### config.mk
export PLATFORM = sky130hd
export DESIGN_NAME = seven_seg
export DESIGN_NICKNAME = d
export VERILOG_FILES = /design/src/rtl/seven_seg.sv
export SDC_FILE = /design/constraint.sdc
export NUM_CORES = 1
export LEC_CHECK = 0
export CORE_AREA = 2 2 39 41
export DETAILED_ROUTE_END_ITERATION = 8
export DIE_AREA = 0 0 41 43
export DONT_BUFFER_PORTS = 1
export PLACE_DENSITY = 0.76
export SYNTH_ARGS = -nofsm -noshare
export SYNTH_HDL_FRONTEND = slang
export SYNTH_SLANG_ARGS = --single-unit
### constraint.sdc
create_clock -name fast -period 2.65 [get_ports fast]
set_clock_uncertainty 0.1 [all_clocks]
set_input_delay 0.265 -clock fast [delete_from_list [all_inputs] [get_ports fast]]
set_output_delay 0.265 -clock fast [all_outputs]
set_load 0.01 [all_outputs]
### src/rtl/seven_seg.sv
//------------------------------------------------------------------------------
// Module      : seven_seg
// Description : Four-digit multiplexed seven-segment driver for an MM:SS display
//               with blink blanking; registered active-low cathodes and anodes.
// Revision    : 1.0 - initial release
//------------------------------------------------------------------------------
`default_nettype none

module seven_seg (
  input  logic       fast,
  input  logic       reset,
  input  logic [2:0] min1,
  input  logic [3:0] min2,
  input  logic [2:0] sec1,
  input  logic [3:0] sec2,
  input  logic       blink,
  output logic [6:0] seg,
  output logic [3:0] dig
);

  localparam logic [6:0] C_SEG_BLANK = 7'b1111111;
  localparam logic [3:0] C_DIG_OFF   = 4'b1111;

  logic [1:0] r_sel;
  logic [6:0] r_seg;
  logic [3:0] r_dig;

  logic [3:0] w_val;
  logic [6:0] w_seg_pat;
  logic [3:0] w_dig_pat;

  // Position 0 is the rightmost digit (seconds units).
  always_comb begin
    w_val     = 4'd0;
    w_dig_pat = C_DIG_OFF;
    case (r_sel)
      2'd0: begin w_val = sec2;          w_dig_pat = 4'b1110; end
      2'd1: begin w_val = {1'b0, sec1};  w_dig_pat = 4'b1101; end
      2'd2: begin w_val = min2;          w_dig_pat = 4'b1011; end
      2'd3: begin w_val = {1'b0, min1};  w_dig_pat = 4'b0111; end
      default: begin w_val = 4'd0;       w_dig_pat = C_DIG_OFF; end
    endcase
  end

  // Pattern bits are g..a; non-BCD codes blank the digit but keep its anode.
  always_comb begin
    w_seg_pat = C_SEG_BLANK;
    case (w_val)
      4'd0:    w_seg_pat = 7'b1000000;
      4'd1:    w_seg_pat = 7'b1111001;
      4'd2:    w_seg_pat = 7'b0100100;
      4'd3:    w_seg_pat = 7'b0110000;
      4'd4:    w_seg_pat = 7'b0011001;
      4'd5:    w_seg_pat = 7'b0010010;
      4'd6:    w_seg_pat = 7'b0000010;
      4'd7:    w_seg_pat = 7'b1111000;
      4'd8:    w_seg_pat = 7'b0000000;
      4'd9:    w_seg_pat = 7'b0010000;
      default: w_seg_pat = C_SEG_BLANK;
    endcase
  end

  // The scan keeps running while blanked so the display resumes in phase.
  always_ff @(posedge fast) begin
    if (reset) begin
      r_sel <= 2'd0;
      r_seg <= C_SEG_BLANK;
      r_dig <= C_DIG_OFF;
    end else begin
      r_sel <= r_sel + 2'd1;
      if (blink) begin
        r_seg <= C_SEG_BLANK;
        r_dig <= C_DIG_OFF;
      end else begin
        r_seg <= w_seg_pat;
        r_dig <= w_dig_pat;
      end
    end
  end

  assign seg = r_seg;
  assign dig = r_dig;

endmodule

`default_nettype wire

==> Word-level counts from Yosys, hierarchy flattened <==
Memory sizes are Yosys's and may differ from the RTL's. A register that Yosys moved wholly into a read port is not among the register bits.
Index checks and enable logic that the tools add are counted.
Widths: inputs -> output; s select.
{ "word_totals": {"input_bits": 17, "reg_bits": 6, "rom_bits": 112, "memories": 1} }
{ "mem_list": {"columns": ["memory", "words", "width", "read_ports", "rd_ports_with_merged_regs", "write_ports", "line", "source"], "rows": [
  ["(name not given)", 16, 7, 1, 1, 0, "48", "case (w_val)"]
]} }
{ "op_classes": {"eq_ne": 3, "muxes": 2, "addsub": 1, "reduce_logical": 2} }
{ "op_table": {"columns": ["operator", "count"], "rows": [
  ["$pmux 4 s4", 2],
  ["$eq 2x2->1 const B", 2],
  ["$add 2x1->2 const B", 1],
  ["$eq 2x1->1 const B", 1],
  ["$logic_not 2->1", 1],
  ["$reduce_or 2->1", 1]
]} }

==> Depth between registers and ports, before layout <==
{ "logic_depth": {"depth_word": 2, "mapped_depth": 9, "mapped_depth_nobuf": 9} }

==> Worst setup path after synthesis <==
OpenSTA, ideal clock, no wires.
{ "synth_timing": {"path_kind": "flip-flop to flip-flop", "startpoint": "reg r_sel[1]", "endpoint": "reg r_seg[1], in the netlist seg[1]", "setup_slack_ns": 0.814, "t_arrival_ns": 1.595, "setup_ns": 0.140, "synth_period_minus_slack_ns": 1.836, "path_stages_with_launch": 10, "cell_sequence": "dfxtp_1 > inv_1 > ha_1 > a222oi_1 > mux2_4 > inv_2 > ha_1 > nand2_1 > nand2_1 > nand2_1"} }
{ "synth_via": {"elab_chain_len": 2, "elab_cells_between_ends": 5, "classes_between": "3 x eq/ne; 1 x mux; 1 x reduce/logical"} }
{ "synth_rtl": {"columns": ["item", "line", "source"], "rows": [
  ["start: declaration", "24", "logic [1:0] r_sel;"],
  ["start signal: assignment", "70", "r_sel <= r_sel + 2'd1;"],
  ["$eq 2x2->1 (tied with other cells)", "36", "case (r_sel)"],
  ["$pmux 4 s4 *", "36", null],
  ["end: declaration", "25", "logic [6:0] r_seg;"]
]} }
Every way passes the cells marked *; elsewhere a longest branch is shown, timed or not.
A chain may end at the register's enable or synchronous reset.

==> Worst setup path after layout <==
{ "layout_timing": {"startpoint": "reg r_sel[1]", "endpoint": "reg r_seg[3], in the netlist seg[3]"} }
Same word-level chain as after synthesis.

==> results.cfg <==
[yosys]
yosys_warnings = 0
synthTopCellsByCount = 13 x dfxtp_1, 10 x nand2_1, 7 x ha_1
synthCells = 70
synth-xor-area-share = 0
synthMuxAreaShare = 0.0693
synth_top_area_frac = 0.390
synth_nets = 94
synth-edff-count = 0
yosysMostFrequentCell = dfxtp_1
synth.avg_cell_area_um2 = 9.54
synthArstFlopShare = 0
seq_area_frac_synth = 0.390
synth_area_leaders = dfxtp_1 39%, ha_1 13%, nand2_1 5.6%
synth_top_family_by_area = compound AO/OA/AOI/OAI gates
synth_compound_area_frac = 0.208
yosysUniqueCellTypes = 23
netlist_area_um2 = 668
synth_seq_cells = 13
synthAdderAreaFrac = 0.131
synth_top_flop_cell = dfxtp_1
yosys.area_share.simple = 0.146
synth_top_area_cell = dfxtp_1

[floorplanning]
die_h_um = 43
io_pins = 28
rows = 14
start_util = 0.483
die_width_um = 41
dieArea_mm2 = 0.00176
coreArea_mm2 = 0.00138

[sta]
finalSetupTns_ns = 0
final_hold_viol_count = 0
slew_violations = 0
rsz0062_at_grt = no
max_freq_mhz = 490
fin_crit_sh = 0.770
period_minus_slack_ns = 2.04
setup_violations = 0
slew_headroom = 0.522
tightest_slew_ns = 0.714

[detailed_routing]
drt_iter0_markers = 19
num_vias = 480
postRouteAntennaNets = 0
postRouteWirelength_um = 1180
via_per_inst = 5.33
drt_pass1_iterations = 6
drc_errors = 0
wl_per_cell_um = 13.1

[cells_and_area]
drive_above_1_share = 0.176
postLayoutCellArea_um2 = 713
nFillCells = 139
post-route-util = 0.515
antennaDiodeCount = 0
area_delta_synth_final_pct = 6.74
multiInputGateArea_um2 = 370
nNetsFinal = 99
seqCellArea_um2 = 260

[worst_hold_path]
hold_path_class = input pin to flop

[placed_design]
dpl_cell_area_um2 = 677
dp_hpwl_um = 949
gp_congestion = 0.770
numPortBuffers = 0

[worst_setup_path]
worstPathCellList = inv_1 -> ha_1 -> a222oi_1 -> mux2i_1 -> inv_1 -> ha_1 -> nor2_1 -> o21ai_1
reg2reg_slack_ns = 0.61
reg2reg_from = r_sel[1]$_SDFF_PP0_
path_buf_inv = 2
endpoint = seg[3]$_SDFF_PP1_
endpoint_kind = flop
cpMaxStageDelayCell = a222oi_1
r2r-end = seg[3]$_SDFF_PP1_
startpoint_type = flop
cpPeakStageDelay_ns = 0.43
crit_cells = 8
worstPathRequired_ns = 2.71
crit_arrival_ns = 2.10
cp_max_fo = 4
path_delay_family = compound AO/OA/AOI/OAI gates
crit_type = flop to flop
reg2reg_depth = 8
critPathLaunch = r_sel[1]$_SDFF_PP0_

[grt]
top_usage_layer = met2
use_met1 = 0.208
gr-total-overflow = 0
antenna_found_initial = 0
met3_usage = 0.0576
met2_usage = 0.238
grt_util_all_layers = 0.164
grt_max_degree = 11
grt_pass1_vias = 465
grt_pass1_wl_um = 1970

[cts]
clockBufferDepth = 2
clkTransAtPathRegs_ns = 0.08
cts_tree = yes
cts_buffers = 3
htreeDepth = 1
cts-root-buf = clkbuf_4
post-cts-setup-buffers = 0
clock_latency_ns = 0.27
cts_resized = 0
clock-sinks = 13

[power]
leakagePower_nw = 0.311
peakVddDrop_mv = 0.262
p_per_area_mw_per_mm2 = 637

[outcome]
status = finished, final reports clean

[flow_run]
drv_cap = 0
[worst reg2reg max path, cell delays in order (launching register included)]
cell and delay (ns):
dfxtp_1 0.36, inv_1 0.08, ha_1 0.23, a222oi_1 0.43, mux2i_1 0.19, inv_1 0.11
ha_1 0.24, nor2_1 0.12, o21ai_1 0.07
[per-layer routing]
metal  up-vias  routed length, um
met4         0                 14
li1        249                  -
met3         2                 66
met5         -                  0
met1       217                507
met2        12                591
[logic make-up after synthesis]
family	count (synthesis)
buffers and inverters	8
adders and majority gates	7
DFF	13
muxes	4
AOI/OAI and AO/OA	17
and+or+nand+nor	21
[final cells by class]
type                            count  area share
Tap cell                           16      0.0281
Multi-Input combinational cell     49       0.519
Sequential cell                    13       0.365
Timing Repair Buffer                1      0.0140
Clock buffer                        4      0.0368
Inverter                            7      0.0368
[worst min path at each step]
stage             from                   to  cells after the start
2_1_floorplan    reset  r_sel[0]$_SDFF_PP0_                      1
3_3_place_gp     reset  r_sel[0]$_SDFF_PP0_                      1
3_5_place_dp     reset  r_sel[0]$_SDFF_PP0_                      1
4_1_cts        sec2[3]    seg[1]$_SDFF_PP1_                      4
5_1_grt          reset    seg[5]$_SDFF_PP1_                      2
6_report         reset    seg[1]$_SDFF_PP1_                      2
[what timing repair did]
| action | in CTS | in global routing |
|---|---|---|
| endpoints found under the setup margin | 0 | 0 |
| hold buffers | 1 | 0 |
| hold endpoints to repair | 2 | 0 |
[flip-flops by register name (all words and copies together), names as in the netlist]
| register | flops |
|---|---|
| seg | 7 |
| dig | 4 |
| r_sel | 2 |
[layout by cell type (no fill, tap or decap), drive strengths merged]
master and n:
a211o 1, a21boi 1, a21oi 3, a222oi 3, and3b 1, clkbuf 4, dfxtp 13, dlygate4sd3 1
ha 7, inv 7, mux2 2, mux2i 2, nand2 11, nand3 1, nor2 7, nor2b 1
o21a 1, o21ai 8
[metrics by stage]
| step | power (mW) | instances | worst slack (ns) | hold slack (ns) |
|---|---|---|---|---|
| after floorplan | 0.324 | 70 | 0.814 | 0.232 |
| after global placement | 0.336 | 85 | 0.684 | 0.235 |
| after detailed placement | 0.341 | 85 | 0.613 | 0.239 |
| after CTS | 0.461 | 90 | 0.595 | 0.153 |
| after global routing | 0.486 | 90 | 0.390 | 0.166 |
| final | 0.454 | 90 | 0.611 | 0.156 |
[report_power, final]
group / total (mW) / switching, mW / leakage, nW / internal (mW)
logic: 0.114 / 0.0682 / 0.189 / 0.0458
registers: 0.222 / 0.0119 / 0.107 / 0.210
clock network: 0.118 / 0.0598 / 0.0150 / 0.0582
total: 0.454 / 0.140 / 0.311 / 0.314
Power figures use the tool's default switching activity.
==> RTL edit 1: new RTL, same flow settings <==
Register the output `seg` once more, with the module's reset; this adds one clock of latency there. The other outputs are not delayed to match.
--- a/src/rtl/seven_seg.sv
+++ b/src/rtl/seven_seg.sv
@@ -79,5 +79,11 @@
   end
 
-  assign seg = r_seg;
+  always_ff @(posedge fast) begin
+    if (reset) begin
+      seg <= '0;
+    end else begin
+      seg <= r_seg;
+    end
+  end
   assign dig = r_dig;
 
Function: changed (a bounded check fails within 4 cycles, from zero or initial values and one cycle with reset high).
==> RTL edit 1 against the original RTL <==
- routed wire length grew 11%
- non-clock buffer count unchanged
- critical path depth unchanged
- area after synthesis increased by 24%
- design area up 24%
- sequential power up 52%
- critical endpoint is now r_seg[3]
- total power increased by 35%
- synthesized cell count up 21%
- die area stayed put
- worst setup slack worse by 0.096 ns
- sequential cell count increased by 7
- cell count grew 16%
==> RTL edit 1: results <==
run_status:
  status: "completed"
power_and_ir_drop:
  irDropWorstVdd_v: 0.0003425
  p_leak_uw: 0.0003827
global_routing:
  track_usage_pct: 19.39
  grt_max_degree: 12
  antenna_found_initial: 0
  grt_pass1_wl_um: 2325
  grt_pass1_vias: 548
synth:
  synthesis.nets: 109
  synthArstFlopShare_pct: 0
  synthTopCellsByCount: "dfxtp_1, nor2b_1, ha_1, nand2_1"
  synthTopCellsByArea: "dfxtp_1, ha_1, nor2b_1"
  avgSynthCellArea_um2: 9.759
  yosysSeqAreaShare_pct: 48.27
  synthDistinctLibCells: 25
  ys_warn_count: 0
  synth_ff_type: "dfxtp_1"
sta:
  slew_headroom_pct: 64.41
min_path:
  min_path_type: "in2reg"
finish:
  drive_above_1_share_pct: 7.955
  n_fill_cell: 122
  fin_cells: 104
  antenna_cells: 0
route:
  via_per_inst: 5.635
  first_iter_violations: 14
  routed_wl_um: 1312
  drt_pass1_iterations: 4
placement:
  preCtsSetupSlack_ns: 0.4920
  dp_hpwl_um: 1020
  portBuffers: 0
  gp_congestion: 0.7592
  dpl.cell_count: 99
worst_setup_path:
  worst-path-max-fanout: 6
  crit_slowest_cell: "dfxtp_1"
  cpLargestDelayFamily: "adder cells"
  cp.arrival_ns: 2.22
  cpPeakStageDelay_ns: 0.39
clock_tree:
  cts_htree_levels: 1
  cts_max_path_buffers: 2
  clk_pin_slew_ns: 0.10
  cts_buffers: 3
  clk_latency_ns: 0.29
  clockRootBuffer: "clkbuf_4"
## RTL edit 1: cell types whose count changed in the layout (fill, tap and decap cells not counted), moves of 4 or more
cell	before	now
dfxtp_1	13	20
nor2_1	6	2
nor2b_1	1	8
nor3_1	0	6
## RTL edit 1: metal layers
layer / global-route usage, % / vias up / share of wire (%)
met5: 0 / - / 0
met4: 10.67 / 0 / 3.6
met3: 5.236 / 6 / 4.0
met2: 28.44 / 18 / 50
met1: 24.67 / 260 / 42
li1: - / 302 / -
## RTL edit 1: cells by family (layout without fill, tap and decap cells)
| logic type | Yosys count | after routing | share of synthesized area (%) |
|---|---|---|---|
| AOI/OAI and AO/OA | 17 | 17 | 13.42 |
| DFF | 20 | 20 | 48.26 |
| muxes | 5 | 5 | 6.636 |
| adders and majority gates | 7 | 7 | 10.56 |
| buffers and inverters | 9 | 12 | 4.222 |
| and+or+nand+nor | 27 | 27 | 16.89 |
## RTL edit 1: final timing paths
path | from | to | slack (ns) | cells past startpoint
max | r_sel[0] | r_seg[3] | 0.51 | 8
min reg2reg | r_seg[6] | seg[6] | 0.34 | 1
max reg2reg | r_sel[0] | r_seg[3] | 0.51 | 8
min | reset | r_seg[6] | 0.09 | 2
## RTL edit 1: layout make-up
cell class	instances	area share, %
clock buffers	4	4.090
inverters	7	2.962
multi-input cells	56	44.43
flip-flops and latches	20	45.13
well taps	16	2.257
repair buffers	1	1.128
## RTL edit 1: report_power, final
part           switching [µW]  leakage, µW  total [µW]  internal [µW]
clock                    81.0    0.0000210         165           83.7
combinational            62.7     0.000196         110           47.4
sequential               13.4     0.000166         338            325
total                     157     0.000383         613            456
## RTL edit 1: repair_timing
| action | CTS | global route |
|---|---|---|
| setup buffers | 0 | 0 |
| resized for setup | 0 | 0 |
| hold buffers | 1 | 0 |
| endpoints found under the hold margin | 9 | 0 |
## RTL edit 1: through the flow
stage          hold slack, ns  cell area [µm²]
2_1_floorplan          0.3138            829.5
3_3_place_gp           0.2361            840.8
3_5_place_dp           0.2386            840.8
4_1_cts               0.08670            887.1
5_1_grt               0.08875            887.1
6_report              0.08844            887.1
==> RTL edit 2: new RTL, config.mk and constraints unchanged <==
Without the edit above. Register the inputs `min1`, `min2`, `sec1`, `sec2` and `blink` before use. The logic sees them one clock later. Comments in the files are not updated.
--- a/src/rtl/seven_seg.sv
+++ b/src/rtl/seven_seg.sv
@@ -22,4 +22,18 @@
   localparam logic [3:0] C_DIG_OFF   = 4'b1111;
 
+  logic [2:0] min1_q;
+  logic [3:0] min2_q;
+  logic [2:0] sec1_q;
+  logic [3:0] sec2_q;
+  logic blink_q;
+
+  always_ff @(posedge fast) begin
+    min1_q  <= min1;
+    min2_q  <= min2;
+    sec1_q  <= sec1;
+    sec2_q  <= sec2;
+    blink_q <= blink;
+  end
+
   logic [1:0] r_sel;
   logic [6:0] r_seg;
@@ -35,8 +49,8 @@
     w_dig_pat = C_DIG_OFF;
     case (r_sel)
-      2'd0: begin w_val = sec2;          w_dig_pat = 4'b1110; end
-      2'd1: begin w_val = {1'b0, sec1};  w_dig_pat = 4'b1101; end
-      2'd2: begin w_val = min2;          w_dig_pat = 4'b1011; end
-      2'd3: begin w_val = {1'b0, min1};  w_dig_pat = 4'b0111; end
+      2'd0: begin w_val = sec2_q;          w_dig_pat = 4'b1110; end
+      2'd1: begin w_val = {1'b0, sec1_q};  w_dig_pat = 4'b1101; end
+      2'd2: begin w_val = min2_q;          w_dig_pat = 4'b1011; end
+      2'd3: begin w_val = {1'b0, min1_q};  w_dig_pat = 4'b0111; end
       default: begin w_val = 4'd0;       w_dig_pat = C_DIG_OFF; end
     endcase
@@ -69,5 +83,5 @@
     end else begin
       r_sel <= r_sel + 2'd1;
-      if (blink) begin
+      if (blink_q) begin
         r_seg <= C_SEG_BLANK;
         r_dig <= C_DIG_OFF;
Behaviour: not the same (Yosys sat finds a counterexample within 4 cycles, from zero or initial values and one cycle with reset high).
==> RTL edit 2 against the original RTL <==
- cell count grew 32%
- fmax shrank 20%
- non-clock buffer count up 15
- design area rose by 66%
- sequential share of layout area up 11 points
- total power up 78%
- synthesized cell count rose by 20%
- area after synthesis increased by 45%
- combinational power is 20% higher
- worst setup slack lost 0.52 ns
- routed wire length grew 78%
- sequential cell count grew 15
- sequential power grew 110%
==> RTL edit 2: results <==
synth:
  ys_warn_count: 0
  synthTopCellsByArea: "dfxtp_1, ha_1, mux2i_1"
  synthTopCellsByCount: "dfxtp_1, ha_1, inv_1, mux2i_1, nand2_1"
  synthDistinctLibCells: 19
  synthArstFlopShare_pct: 0
  synthesis.nets: 110
  synth_ff_type: "dfxtp_1"
  avgSynthCellArea_um2: 11.50
  yosysSeqAreaShare_pct: 58.03
route:
  routed_wl_um: 2106
  first_iter_violations: 35
  drt_pass1_iterations: 4
  vias: 687
finish:
  num-nets-final: 130
  largest_reg_flops: 7
  n_fill_cell: 66
  drive_above_1_share_pct: 8.738
  fin_cells: 119
  antenna_cells: 0
global_routing:
  antenna_found_initial: 0
  grt_pass1_wl_um: 3401
  grt_pass1_vias: 716
  track_usage_pct: 29.84
  grt_max_degree: 16
clock_tree:
  clk_latency_ns: 0.33
  cts_tree: "yes"
  clk_pin_slew_ns: 0.14
  cts_setup_buffers: 0
  cts_buffers: 3
  clockRootBuffer: "clkbuf_4"
  cts_htree_levels: 1
  cts_max_path_buffers: 2
min_path:
  hold_path_end: "dig[3]"
  hp-start: "reset"
  hold_depth: 2
  min_path_type: "in2reg"
power_and_ir_drop:
  p_leak_uw: 0.0005212
  irDropWorstVdd_v: 0.0004765
placement:
  portBuffers: 0
  gp_congestion: 0.7571
  dpl.cell_count: 99
  dp_hpwl_um: 1076
sta:
  drv_slew: 0
  slew_headroom_pct: 61.30
worst_setup_path:
  reg2reg_depth: 7
  worstReg2RegStart: "r_sel[0]"
  rr_endpoint: "seg[1]"
  reg2reg_slack_ns: 0.09
  cp.arrival_ns: 2.71
  worst-path-max-fanout: 5
run_status:
  status: "completed"
RTL edit 2: per-layer routing:
layer / global-route usage (%) / share of wire, % / vias to the layer above
met5: 0 / 0 / -
met4: 10.00 / 2.7 / 0
met3: 12.04 / 7.5 / 7
met2: 45.63 / 48 / 31
met1: 36.70 / 41 / 323
li1: - / - / 326
RTL edit 2: worst max path at each step:
stage	endpoint	slack (ns)	startpoint	depth (start not counted)
global route	seg[1]	0.007	r_sel[0]	7
global placement	seg[3]	0.47	r_sel[0]	8
finish	seg[1]	0.09	r_sel[0]	7
detailed placement	seg[1]	0.39	r_sel[0]	8
floorplan	seg[1]	0.70	r_sel[0]	8
CTS	seg[1]	0.37	r_sel[0]	8
RTL edit 2: repair_timing:
item                       CTS  global route
hold buffers                16             0
hold endpoints to repair    17             0
setup endpoints to repair    0             1
resized for setup            0             1
RTL edit 2: layout make-up:
class                      count  area share, %
inverter                       8          2.542
clock buffer                   4          3.072
multi-input combinational     47          31.67
sequential                    28          47.46
tap                           16          1.695
timing repair buffer          16          13.56
RTL edit 2: cell families (layout without fill, tap and decap cells):
logic type | Yosys count | count (layout) | synth area share, %
DFF | 28 | 28 | 58.03
and+or+nand+nor | 16 | 16 | 8.421
AOI/OAI and AO/OA | 14 | 14 | 9.455
adders and majority gates | 9 | 9 | 11.66
buffers and inverters | 9 | 28 | 3.627
muxes | 8 | 8 | 8.808
RTL edit 2: critical path, stage by stage (launching register included):
cell and delay, ns:
dfxtp_1 0.42, inv_1 0.08, ha_1 0.28, a222oi_1 0.60, mux2i_2 0.25, ha_1 0.35, o21a_1 0.20, o21ai_0 0.20
RTL edit 2: report_power, final:
part           leakage [µW]  internal (µW)  switching (µW)
Clock             0.0000210           84.3             121
Combinational      0.000266           62.9            73.8
Sequential         0.000234            449            18.0
Total              0.000521            596             213
RTL edit 2: per-stage QoR:
| stage | instance area [µm²] | hold slack [ns] | power (µW) | worst slack (ns) | util, % |
|---|---|---|---|---|---|
| final | 1181 | 0.02766 | 809.5 | 0.09476 | 85.35 |
| after global routing | 1181 | 0.04268 | 839.3 | 0.007164 | 85.35 |
| after CTS | 1177 | 0.03004 | 787.4 | 0.3688 | 85.08 |
| after detailed placement | 980.9 | 0.1928 | 582.1 | 0.3906 | 70.89 |
| after global placement | 980.9 | 0.1928 | 579.6 | 0.4687 | 70.89 |
| after floorplan | 965.9 | 0.1927 | 559.6 | 0.7017 | - |
